### src/rtl/kong_keypad_if.sv
// Keypad pins and player-request bundle for the Kong keypad controller.
// The controller side takes the master modport; keypad/player side takes slave.
interface kong_keypad_if;
    logic [3:0]  col_in;
    logic [3:0]  row_out;
    logic        ask_move_right;
    logic        ask_move_left;
    logic        ask_move_up;
    logic        ask_move_down;
    logic        ask_move_jump;
    logic [15:0] keys_stable;

    modport master (
        input  col_in,
        output row_out,
        output ask_move_right,
        output ask_move_left,
        output ask_move_up,
        output ask_move_down,
        output ask_move_jump,
        output keys_stable
    );

    modport slave (
        output col_in,
        input  row_out,
        input  ask_move_right,
        input  ask_move_left,
        input  ask_move_up,
        input  ask_move_down,
        input  ask_move_jump,
        input  keys_stable
    );
endinterface

### src/rtl/kong_keypad_ctrl.sv
// 4x4 matrix keypad scanner with whole-image debounce, producing Kong
// movement request levels and a one-clock jump pulse per accepted press.
module kong_keypad_ctrl #(
    parameter int SCAN_DIV       = 1000,
    parameter int DEBOUNCE_SCANS = 4,
    parameter int KEY_UP         = 1,
    parameter int KEY_LEFT       = 4,
    parameter int KEY_JUMP       = 5,
    parameter int KEY_RIGHT      = 6,
    parameter int KEY_DOWN       = 9
) (
    input  logic          clk,
    input  logic          resetN,
    kong_keypad_if.master kp
);

    localparam int CNT_W = (SCAN_DIV > 1) ? $clog2(SCAN_DIV) : 1;
    localparam int M_W   = $clog2(DEBOUNCE_SCANS + 1);

    localparam logic [CNT_W-1:0] CNT_LAST = CNT_W'(SCAN_DIV - 1);
    localparam logic [M_W-1:0]   M_FULL   = M_W'(DEBOUNCE_SCANS);
    localparam logic [M_W-1:0]   M_ONE    = M_W'(1);

    if (SCAN_DIV < 2) begin : g_bad_scan_div
        $error("kong_keypad_ctrl: SCAN_DIV must be at least 2");
    end
    if (DEBOUNCE_SCANS < 1) begin : g_bad_debounce
        $error("kong_keypad_ctrl: DEBOUNCE_SCANS must be at least 1");
    end
    if (KEY_UP > 15 || KEY_LEFT > 15 || KEY_JUMP > 15 ||
        KEY_RIGHT > 15 || KEY_DOWN > 15) begin : g_bad_key
        $error("kong_keypad_ctrl: key indices must be 0..15");
    end

    logic [CNT_W-1:0] cnt;
    logic [1:0]       row;
    logic [15:0]      raw;
    logic [15:0]      cand;
    logic [M_W-1:0]   m;
    logic [15:0]      stable;
    logic             jump;

    logic             sample;
    logic             scan_end;
    logic [15:0]      image;
    logic             image_changed;
    logic [M_W-1:0]   m_next;
    logic             accept;

    function automatic logic [M_W-1:0] sat_inc(input logic [M_W-1:0] v);
        return (v >= M_FULL) ? M_FULL : v + M_ONE;
    endfunction

    assign sample   = (cnt == CNT_LAST);
    assign scan_end = sample && (row == 2'd3);

    // Stored rows with the currently driven row's live sample merged in;
    // at scan end this is the full image without waiting for the register.
    always_comb begin
        image = raw;
        image[{row, 2'b00} +: 4] = ~kp.col_in;
    end

    assign image_changed = (image != cand);

    always_comb begin
        m_next = m;
        if (scan_end) begin
            m_next = image_changed ? M_ONE : sat_inc(m);
        end
    end

    assign accept = scan_end && (m_next == M_FULL);

    always_ff @(posedge clk or negedge resetN) begin
        if (!resetN) begin
            cnt <= '0;
            row <= 2'd0;
        end else if (sample) begin
            cnt <= '0;
            row <= row + 2'd1;
        end else begin
            cnt <= cnt + CNT_W'(1);
        end
    end

    always_ff @(posedge clk or negedge resetN) begin
        if (!resetN) begin
            raw <= '0;
        end else if (sample) begin
            raw <= image;
        end
    end

    always_ff @(posedge clk or negedge resetN) begin
        if (!resetN) begin
            cand <= '0;
            m    <= '0;
        end else begin
            m <= m_next;
            if (scan_end && image_changed) begin
                cand <= image;
            end
        end
    end

    // Jump fires on the same edge that first accepts the key, so the pulse
    // occupies exactly the first clock in which keys_stable shows it.
    always_ff @(posedge clk or negedge resetN) begin
        if (!resetN) begin
            stable <= '0;
            jump   <= 1'b0;
        end else begin
            jump <= accept && image[KEY_JUMP] && !stable[KEY_JUMP];
            if (accept) begin
                stable <= image;
            end
        end
    end

    // Rows idle high while reset is held, and row 0 is driven from the very
    // first clock after release.
    assign kp.row_out        = resetN ? ~(4'b0001 << row) : 4'b1111;
    assign kp.keys_stable    = stable;
    assign kp.ask_move_right = stable[KEY_RIGHT];
    assign kp.ask_move_left  = stable[KEY_LEFT];
    assign kp.ask_move_up    = stable[KEY_UP];
    assign kp.ask_move_down  = stable[KEY_DOWN];
    assign kp.ask_move_jump  = jump;

endmodule

### src/flat_wrapper.sv
// flat-port wrapper written by rule: the top's interface ports become plain ports
module kong_keypad_ctrl_flat 
#(
    parameter int SCAN_DIV       = 1000,
    parameter int DEBOUNCE_SCANS = 4,
    parameter int KEY_UP         = 1,
    parameter int KEY_LEFT       = 4,
    parameter int KEY_JUMP       = 5,
    parameter int KEY_RIGHT      = 6,
    parameter int KEY_DOWN       = 9
)
  (clk, resetN, kp_col_in, kp_row_out, kp_ask_move_right, kp_ask_move_left, kp_ask_move_up, kp_ask_move_down, kp_ask_move_jump, kp_keys_stable);
  kong_keypad_if kp_i ();
  input  logic clk;
  input  logic resetN;
  input wire logic [$bits(kp_i.col_in)-1:0] kp_col_in;
  output wire logic [$bits(kp_i.row_out)-1:0] kp_row_out;
  output wire logic [$bits(kp_i.ask_move_right)-1:0] kp_ask_move_right;
  output wire logic [$bits(kp_i.ask_move_left)-1:0] kp_ask_move_left;
  output wire logic [$bits(kp_i.ask_move_up)-1:0] kp_ask_move_up;
  output wire logic [$bits(kp_i.ask_move_down)-1:0] kp_ask_move_down;
  output wire logic [$bits(kp_i.ask_move_jump)-1:0] kp_ask_move_jump;
  output wire logic [$bits(kp_i.keys_stable)-1:0] kp_keys_stable;
  assign kp_i.col_in = kp_col_in;
  assign kp_row_out = kp_i.row_out;
  assign kp_ask_move_right = kp_i.ask_move_right;
  assign kp_ask_move_left = kp_i.ask_move_left;
  assign kp_ask_move_up = kp_i.ask_move_up;
  assign kp_ask_move_down = kp_i.ask_move_down;
  assign kp_ask_move_jump = kp_i.ask_move_jump;
  assign kp_keys_stable = kp_i.keys_stable;
  kong_keypad_ctrl #(.SCAN_DIV(SCAN_DIV), .DEBOUNCE_SCANS(DEBOUNCE_SCANS), .KEY_UP(KEY_UP), .KEY_LEFT(KEY_LEFT), .KEY_JUMP(KEY_JUMP), .KEY_RIGHT(KEY_RIGHT), .KEY_DOWN(KEY_DOWN)) u_core (.clk(clk), .resetN(resetN), .kp(kp_i));
endmodule
### config.mk
export PLATFORM = sky130hd
export DESIGN_NAME = kong_keypad_ctrl_flat
export DESIGN_NICKNAME = d
export VERILOG_FILES = /design/src/rtl/kong_keypad_if.sv /design/src/rtl/kong_keypad_ctrl.sv /design/src/flat_wrapper.sv
export SDC_FILE = /design/constraint.sdc
export NUM_CORES = 1
export LEC_CHECK = 0
export BUFFER_PORTS_ARGS = -buffer_cell sky130_fd_sc_hd__buf_4
export CELL_PAD_IN_SITES_DETAIL_PLACEMENT = 2
export CELL_PAD_IN_SITES_GLOBAL_PLACEMENT = 2
export CORE_ASPECT_RATIO = 0.9
export CORE_MARGIN = 8
export CORE_UTILIZATION = 40
export CTS_CLUSTER_DIAMETER = 50
export DETAILED_ROUTE_END_ITERATION = 12
export MAX_ROUTING_LAYER = met4
export PLACE_DENSITY = 0.88
export SLEW_MARGIN = 5
export SYNTH_ARGS = -nofsm -noshare
export SYNTH_HDL_FRONTEND = slang
export SYNTH_SLANG_ARGS = --single-unit
### constraint.sdc
create_clock -name clk -period 3.4 [get_ports clk]
set_input_delay 0.68 -clock clk [delete_from_list [all_inputs] [get_ports clk]]
set_output_delay 0.68 -clock clk [all_outputs]
set_load 0.01 [all_outputs]
# Word-level counts from Yosys, hierarchy flattened
# Cells that the tools add are included.
# word_totals
register_bits	64
latchBits	0
ramBits	0
rom_bits	0
inputBits	6
out_inout_bits	25
word_cells	33
mem_count	0
# classes
addsub	4
n_mul	0
div	0
order_cmp	1
n_eq_ne	4
shifts	3
n_mux	6
n_bitwise	2
reduce_logical	6
# ops
op	count
bitwise mux 16 bit	1
!= test 16 bit	1
variable shift 4 x 6 -> 16 bit, first input constant	1
variable part select 4 x 6 -> 16 bit	1
adder 10 x 1 -> 10 bit, second input constant	1
== test 10 bit, second input constant	1
two-way mux 10 bit	1
two-way mux 3 bit	3
NOT 4 bit	2
negation 4 -> 6 bit	1
logical AND 1 bit	5
two-way mux 4 bit	1
<< shifter 1 x 2 -> 4 bit, first input constant	1
adder 3 x 1 -> 3 bit, second input constant	1
== test 3 bit, second input constant	1
greater-or-equal comparator 3 bit, second input constant	1
adder 2 x 1 -> 2 bit, second input constant	1
== test 2 bit, second input constant	1
logical NOT 1 bit	1

# Depth between registers and ports, before layout
# Gate-level depths: netlist of run 1.
# logic_depth
word_depth	10
depth_mapped	12
ltp_nobuf	8

# Worst setup path before layout of run 1
# OpenSTA, ideal clock, no wires.
# synth_path
kind	flip-flop to flip-flop
from	reg u_core.row[0]
to	reg u_core.cand[10]
setup_ns	0.125
arrival_time_ns	2.984
t_required_ns	3.275
path_slack_ns	0.291
path_stages_with_launch	12
n_path_buf	3
synth_period_minus_slack_ns	3.109
cell_sequence	dfrtp_1 buf_4 inv_1 ha_1 buf_6 or4b_4 a21oi_2 o22ai_1 nor4_4 a31oi_4 buf_6 mux2_4
# synth_between
elab_chain_cells	5
word_cells_on_any_way	8
classes_between	add/sub (1); eq/ne (2); shift (2); mux (1); reduce/logical (2)
# synth_lines
item	line	source
start, declared	kong_keypad_ctrl.sv:36	logic [1:0] row;
start signal, assigned	kong_keypad_ctrl.sv:81	row <= row + 2'd1;
negation 4 -> 6 bit	kong_keypad_ctrl.sv:61	image[{row, 2'b00} +: 4] = ~kp.col_in;
variable part select 4 x 6 -> 16 bit or variable shift 4 x 6 -> 16 bit (tied branches)	kong_keypad_ctrl.sv:61	
bitwise mux 16 bit	kong_keypad_ctrl.sv:61	
!= test 16 bit	kong_keypad_ctrl.sv:64	assign image_changed = (image != cand);
logical AND 1 bit	kong_keypad_ctrl.sv:101	if (scan_end && image_changed) begin
end signal, assigned	kong_keypad_ctrl.sv:102	cand <= image;
end, declared	kong_keypad_ctrl.sv:38	logic [15:0] cand;
# Parallel ways exist; a longest one is shown, timed or not.
# A chain may end at the register's enable or synchronous reset.

# Final worst setup path of run 1
# layout_path
from	reg u_core.row[1]
to	reg u_core.cand[14]
# Same word-level chain as after synthesis.

==> results of run 1 <==
[through the flow]
| step | utilization, % | TNS (ns) | setup slack (ns) | instance area [sq um] | hold WS (ns) |
|---|---|---|---|---|---|
| detailed placement | 45.6 | -0.0258 | -0.00475 | 3950 | 0.486 |
| global route | 48.2 | 0 | 0.0709 | 4170 | 0.269 |
| CTS | 48.2 | 0 | 0.207 | 4170 | 0.255 |
| floorplan | - | 0 | 0.291 | 3590 | 0.384 |
| global placement | 45.6 | 0 | 0.176 | 3950 | 0.445 |
| finish | 48.2 | 0 | 0.199 | 4170 | 0.251 |
[cells by family after synthesis]
family	count (synthesis)	synth area share (%)
adders and majority gates	8	2.79
and+or+nand+nor	113	18.5
muxes	39	14.1
DFF	64	44.6
buffers and inverters	29	4.29
AOI/OAI and AO/OA	62	13.1
xor gates and xnor gates	11	2.68
[power by group through the flow]
stage	clock network (mW)	registers, mW	logic [mW]
floorplan	0	0.778	0.0173
global placement	0	0.778	0.0496
detailed placement	0	0.778	0.0510
CTS	0.714	0.763	0.0521
global route	0.738	0.763	0.0553
finish	0.697	0.763	0.0505
[layout make-up]
class,count,area share (%)
Sequential cell,64,38.4
Clock buffer,11,3.63
Inverter,13,1.17
Multi-Input combinational cell,233,44.0
Clock inverter,5,1.32
Tap cell,119,3.57
Timing Repair Buffer,42,7.86
[path summary, 6_finish.rpt]
path,to,startpoint,cells after the start
min reg2reg,u_core.raw[9],u_core.raw[9],2
min in group clk,u_core.raw[9],u_core.raw[9],2
max in group asynchronous,u_core.kp.ask_move_jump,resetN,2
max reg2reg,u_core.cand[14],u_core.row[1],9
max,u_core.cand[14],u_core.row[1],9
min,u_core.kp.keys_stable[14],resetN,1
[worst reg2reg max path: stages (launching register included)]
cell and delay [ns]:
dfrtp_1 0.38, inv_1 0.10, ha_1 0.49, nor3b_2 0.46, a32o_1 0.33, xor2_1 0.15
nor4_4 0.50, a31oi_4 0.16, buf_12 0.21, mux2_4 0.32
[per-layer routing]
metal | GRT usage (%) | wire, microns
met1 | 22.1 | 4690
met2 | 32.7 | 5440
met3 | 3.14 | 324
met4 | 9.71 | 338
met5 | - | 0
[what timing repair did]
item / in CTS / in global routing
gates resized for setup: 0 / 0
endpoints found under the setup margin: 16 / 0
hold endpoints to repair: 0 / 0
setup buffers: 2 / 0
[sequential cells by signal (all words and copies together), names as in the netlist]
name	flops
u_core.kp.keys_stable	16
u_core.cand	16
u_core.kp.ask_move_jump	1
u_core.raw	16
u_core.row	2
u_core.m	3
u_core.cnt	10
[cells in the mapped netlist, types with 3 or more instances]
cell type | instances | area share (%)
inv_1 | 13 | 1.4
clkbuf_1 | 5 | 0.52
nand2b_1 | 8 | 1.4
buf_6 | 3 | 0.94
nand3_1 | 9 | 1.3
nand2_1 | 37 | 3.9
o21ai_0 | 12 | 1.7
xor2_1 | 3 | 0.73
mux2_4 | 19 | 7.9
nor3_1 | 4 | 0.56
nor2_1 | 17 | 1.8
nor2b_1 | 7 | 1.2
a32o_1 | 4 | 1.1
a221oi_1 | 5 | 1.2
o22ai_1 | 6 | 1.0
xnor2_1 | 8 | 2.0
nand3b_1 | 12 | 2.5
mux2i_1 | 3 | 0.84
buf_2 | 3 | 0.42
mux2_2 | 17 | 5.3
dfrtp_1 | 64 | 45
ha_1 | 8 | 2.8
buf_4 | 5 | 1.0
a22o_1 | 9 | 2.2
a31oi_1 | 4 | 0.70
==> flow_metrics.env, run 1 <==
export IMPL_numCtsBuffers=9
export IMPL_grt_ovfl_total=0
export IMPL_p_per_area_nw_per_um2=362
export IMPL_postCtsHoldBufs=0
export IMPL_status="finished clean"
export IMPL_clockBufferDepth=2
export IMPL_drv_cap=0
export IMPL_wirelength_microns=10800
export IMPL_grt_use_total_pct=19.5
export IMPL_clkLatencyLatePin_ns=0.36
export IMPL_crit_fanout=17
export IMPL_synth_async_reset_ratio_pct=100
export IMPL_ir_drop_uv=134
export IMPL_vias=2779
export IMPL_syn_inst=326
export IMPL_p_comb_share_pct=3.3
export IMPL_r2r_slack_ns=0.20
export IMPL_synth_nets=340
export IMPL_worst_hold_path_type="in -> async"
export IMPL_antennaDiodeCount=0
export IMPL_grt_max_degree=39
export IMPL_layout_common_cells="dfrtp_1, buf_4, nand2_1"
export IMPL_nFillCells=926
export IMPL_skew_ns=0.00967
export IMPL_cts_sinks=64
export IMPL_ys_seq_elements=64
export IMPL_avgRoutedWirePerCell_microns=22.2
export IMPL_htreeDepth=3
export IMPL_grt_pass1_vias=3240
export IMPL_synth_ff_type="dfrtp_1"
export IMPL_viasPerCell=5.71
export IMPL_setup_worst_path_end_class="register"
export IMPL_die_height_microns=106
export IMPL_required_ns=3.64
export IMPL_seq_area_sq_um=1600
export IMPL_die_width_microns=116
export IMPL_core_area_sq_um=8650
export IMPL_die_area_sq_um=12300
export IMPL_io_buffers=30
export IMPL_rsz0062_at_grt="false"
export IMPL_p_sw_mw=0.358
export IMPL_synth_edf_count=0
export IMPL_syn_avg_cell_area_sq_um=11.0
export IMPL_place_gp_congestion=0.820
export IMPL_power_leakage_nw=1.85
export IMPL_syn_cell_area_sq_um=3590
export IMPL_final_cells=487
export IMPL_crit_slowest_cell="nor4_4"
export IMPL_areaGrowthSynthToFinish_pct=16.1
export IMPL_internal_power_mw=1.15
export IMPL_dp_hpwl_microns=7670
export IMPL_firstDrtPassIters=4
export IMPL_hold_violations=0
export IMPL_criticalPathCategory="reg -> reg"
export IMPL_final_common_cell="dfrtp_1"
export IMPL_clk_pin_slew_ns=0.07
export IMPL_cts_tree="built"
export IMPL_cts_root_buf="clkbuf_8"
export IMPL_yosysSeqAreaShare_pct=44.6
export IMPL_cp_arrival_ns=3.44
export IMPL_relSlewSlack_pct=57.6
export IMPL_io_pins=31
export IMPL_fin_crit_sh_pct=94.2
export IMPL_antenna_found_initial=0
export IMPL_start_util_pct=41.5
export IMPL_worst_setup_path_start_kind="register"
export IMPL_maxSlewViolCount=0
export IMPL_worstPathCellList="inv_1, ha_1, nor3b_2, a32o_1, xor2_1, nor4_4, a31oi_4, buf_12, mux2_4"
export IMPL_cp_top_family="simple AND/OR/NAND/NOR gates"
export IMPL_postRouteAntennaNets=0
export IMPL_layout_nets=377
export IMPL_power_mw=1.51
export IMPL_multi_input_area_sq_um=1840
export IMPL_grt_pass1_wl_microns=18000
export IMPL_min_period_ns=3.20
export IMPL_synth_cell_types=55
export IMPL_power_frac_clock_pct=46.1
export IMPL_crit_path_max_incr_delay_ns=0.50
export IMPL_rows=32
export IMPL_yosysWarnings=0
export IMPL_drive_above_1_share_pct=28.5
export IMPL_drt_iter0_drc=92
export IMPL_power_frac_seq_pct=50.5
export IMPL_sw_frac_of_total_pct=23.7
export IMPL_finalSetupViolCount=0
export IMPL_path_buf_inv=2
export IMPL_tightest_slew_ns=0.635
export IMPL_dp_cells=469
export IMPL_max_freq_mhz=312
export IMPL_drc_errors=0
(Power assumes the default switching activity.)
==> run 2, diff against run 1 <==
--- a/config.mk
+++ b/config.mk
@@ -9,7 +9,7 @@
 export CELL_PAD_IN_SITES_DETAIL_PLACEMENT = 2
 export CELL_PAD_IN_SITES_GLOBAL_PLACEMENT = 2
 export CORE_ASPECT_RATIO = 0.9
-export CORE_MARGIN = 8
+export CORE_MARGIN = 2
 export CORE_UTILIZATION = 40
 export CTS_CLUSTER_DIAMETER = 50
 export DETAILED_ROUTE_END_ITERATION = 12
==> run 2 against run 1 <==
Hold slack better by 0.043 ns. Non-clock buffer count grew 8. Worst setup slack worse by 0.091 ns. Largest power group unchanged.
==> flow_metrics.env, run 2 (same netlist as run 1, synthesis figures left out) <==
export IMPL_dp_hpwl_microns=8390
export IMPL_grt_use_total_pct=30.0
export IMPL_crit_fanout=11
export IMPL_htreeDepth=3
export IMPL_cp_arrival_ns=3.53
export IMPL_dr_wl_met3_microns=768
export IMPL_power_frac_clock_pct=48.2
export IMPL_place_gp_congestion=0.867
export IMPL_p_sw_mw=0.367
export IMPL_die_height_microns=93.9
export IMPL_reg2reg_to="u_core.kp.keys_stable[10]"
export IMPL_drt_iter0_drc=178
export IMPL_antennaDiodeCount=0
export IMPL_worstPathCellList="inv_1, ha_2, nor3b_4, buf_4, a32o_1, o22ai_1, nor4_2, buf_4, nand4_4, buf_12, mux2_4"
export IMPL_worst_hold_path_type="in -> async"
export IMPL_core_area_sq_um=8650
export IMPL_crit_path_max_incr_delay_ns=0.48
export IMPL_hold_violations=0
export IMPL_wl_met2_microns=6740
export IMPL_drive_above_1_share_pct=31.1
export IMPL_r2r_start="u_core.row[1]"
export IMPL_criticalPathCategory="reg -> reg"
export IMPL_r2r_slack_ns=0.11
export IMPL_top_layer_used="met4"
export IMPL_postRouteAntennaNets=0
export IMPL_rows=32
export IMPL_maxSlewViolCount=0
export IMPL_fin_ws_ns=0.108
export IMPL_wirelength_microns=13500
export IMPL_clockBufferDepth=2
export IMPL_final_common_cell="dfrtp_1"
export IMPL_crit_slowest_cell="ha_2"
export IMPL_design_area_sq_um=4280
export IMPL_io_pins=31
export IMPL_grt_pass1_vias=3415
export IMPL_start_util_pct=41.5
export IMPL_dpl_worst_slack_ns=-0.0587
export IMPL_die_area_sq_um=9750
export IMPL_fin_crit_sh_pct=96.8
export IMPL_io_buffers=30
export IMPL_ir_drop_uv=190
export IMPL_wl_met1_microns=5480
export IMPL_cts_sinks=64
export IMPL_p_comb_share_pct=3.4
export IMPL_antenna_found_initial=0
export IMPL_worst_setup_path_start_kind="register"
export IMPL_internal_power_mw=1.21
export IMPL_avgRoutedWirePerCell_microns=27.3
export IMPL_reg2reg_depth=11
export IMPL_p_per_area_nw_per_um2=368
export IMPL_min_period_ns=3.29
export IMPL_grt_max_degree=40
export IMPL_layout_common_cells="dfrtp_1, buf_4, nand2_1"
export IMPL_areaGrowthSynthToFinish_pct=19.2
export IMPL_final_cells=495
export IMPL_max_freq_mhz=304
export IMPL_numCtsBuffers=9
export IMPL_clk_pin_slew_ns=0.08
export IMPL_firstDrtPassIters=4
export IMPL_drc_errors=0
export IMPL_dp_cells=471
export IMPL_die_width_microns=104
export IMPL_rsz0062_at_grt="false"
export IMPL_cts_tree="built"
export IMPL_whs_ns=0.294
export IMPL_crit_path_frequent_cell="buf_4"
export IMPL_status="finished clean"
export IMPL_drv_cap=0
export IMPL_grt_pass1_wl_microns=21000
export IMPL_vias=3026
export IMPL_tightest_slew_ns=0.617
export IMPL_relSlewSlack_pct=58.8
export IMPL_cts_root_buf="clkbuf_8"
export IMPL_setup_worst_path_end_class="register"
export IMPL_layout_nets=385
export IMPL_clkLatencyLatePin_ns=0.36
export IMPL_skew_ns=0.0117
export IMPL_finalSetupViolCount=0
export IMPL_placed_cell_area_sq_um=3960
export IMPL_power_leakage_nw=1.93
export IMPL_viasPerCell=6.11
export IMPL_setup_tns_ns=0
export IMPL_power_frac_seq_pct=48.4
export IMPL_grt_ovfl_total=0
export IMPL_required_ns=3.64
export IMPL_sw_frac_of_total_pct=23.3
-- run 2: changes by cell type in the layout (fill, tap and decap cells not counted), sizes merged --
cell    before  now
buf         42   50
bufinv       1    2
clkinv       2    1
-- run 2: worst max-delay path: cells and delay by family (launching register included) --
| family | cells | cell delay (ns) |
|---|---|---|
| and+or+nand+nor | 3 | 0.86 |
| buffers and inverters | 4 | 0.75 |
| adders and majority gates | 1 | 0.48 |
| DFF | 1 | 0.42 |
| AOI/OAI and AO/OA | 2 | 0.35 |
| muxes | 1 | 0.30 |
-- run 2: through the flow --
stage                     power, mW  utilization (%)
after global routing           1.63             49.5
after detailed placement      0.830             45.8
after global placement        0.828             45.8
final                          1.58             49.5
after CTS                      1.59             48.9
after floorplan               0.795                -
-- run 2: worst max-delay path by stage --
stage	from	endpoint	slack, ns	cells past startpoint
after global routing	u_core.row[1]	u_core.kp.keys_stable[12]	0.03	11
after CTS	u_core.row[1]	u_core.kp.keys_stable[10]	0.005	9
after global placement	u_core.row[1]	u_core.cand[4]	0.15	9
after floorplan	u_core.row[0]	u_core.cand[10]	0.29	11
after detailed placement	u_core.row[1]	u_core.cand[2]	-0.06	8
final	u_core.row[1]	u_core.kp.keys_stable[10]	0.11	11
-- run 2: repair_timing --
item	in CTS	in global routing
endpoints found under the setup margin	27	30
pin swaps	2	1
gates resized for setup	1	5
hold buffers	0	0
buffers inserted	4	4
-- run 2: final cells by class --
| type | instances | area (sq um) |
|---|---|---|
| sequential | 64 | 1600 |
| multi-input combinational | 233 | 1860 |
| inverter | 13 | 48.8 |
| clock inverter | 5 | 80.1 |
| timing repair buffer | 50 | 400 |
| tap | 119 | 149 |
| fill | 903 | 4370 |
| clock buffer | 11 | 141 |
-- run 2: power by group through the flow --
| stage | Combinational (mW) | Clock, mW | Sequential, mW |
|---|---|---|---|
| global route | 0.0583 | 0.809 | 0.763 |
| detailed placement | 0.0518 | 0 | 0.778 |
| floorplan | 0.0173 | 0 | 0.778 |
| global placement | 0.0497 | 0 | 0.778 |
| finish | 0.0530 | 0.760 | 0.764 |
| CTS | 0.0524 | 0.774 | 0.763 |
-- run 2: layer usage --
metal  global-route usage, %  vias to the layer above
met4                    14.1                        0
met2                    51.4                      124
met1                    34.5                     1584
met3                    5.83                       47
li1                        -                     1271
met5                       -                        -
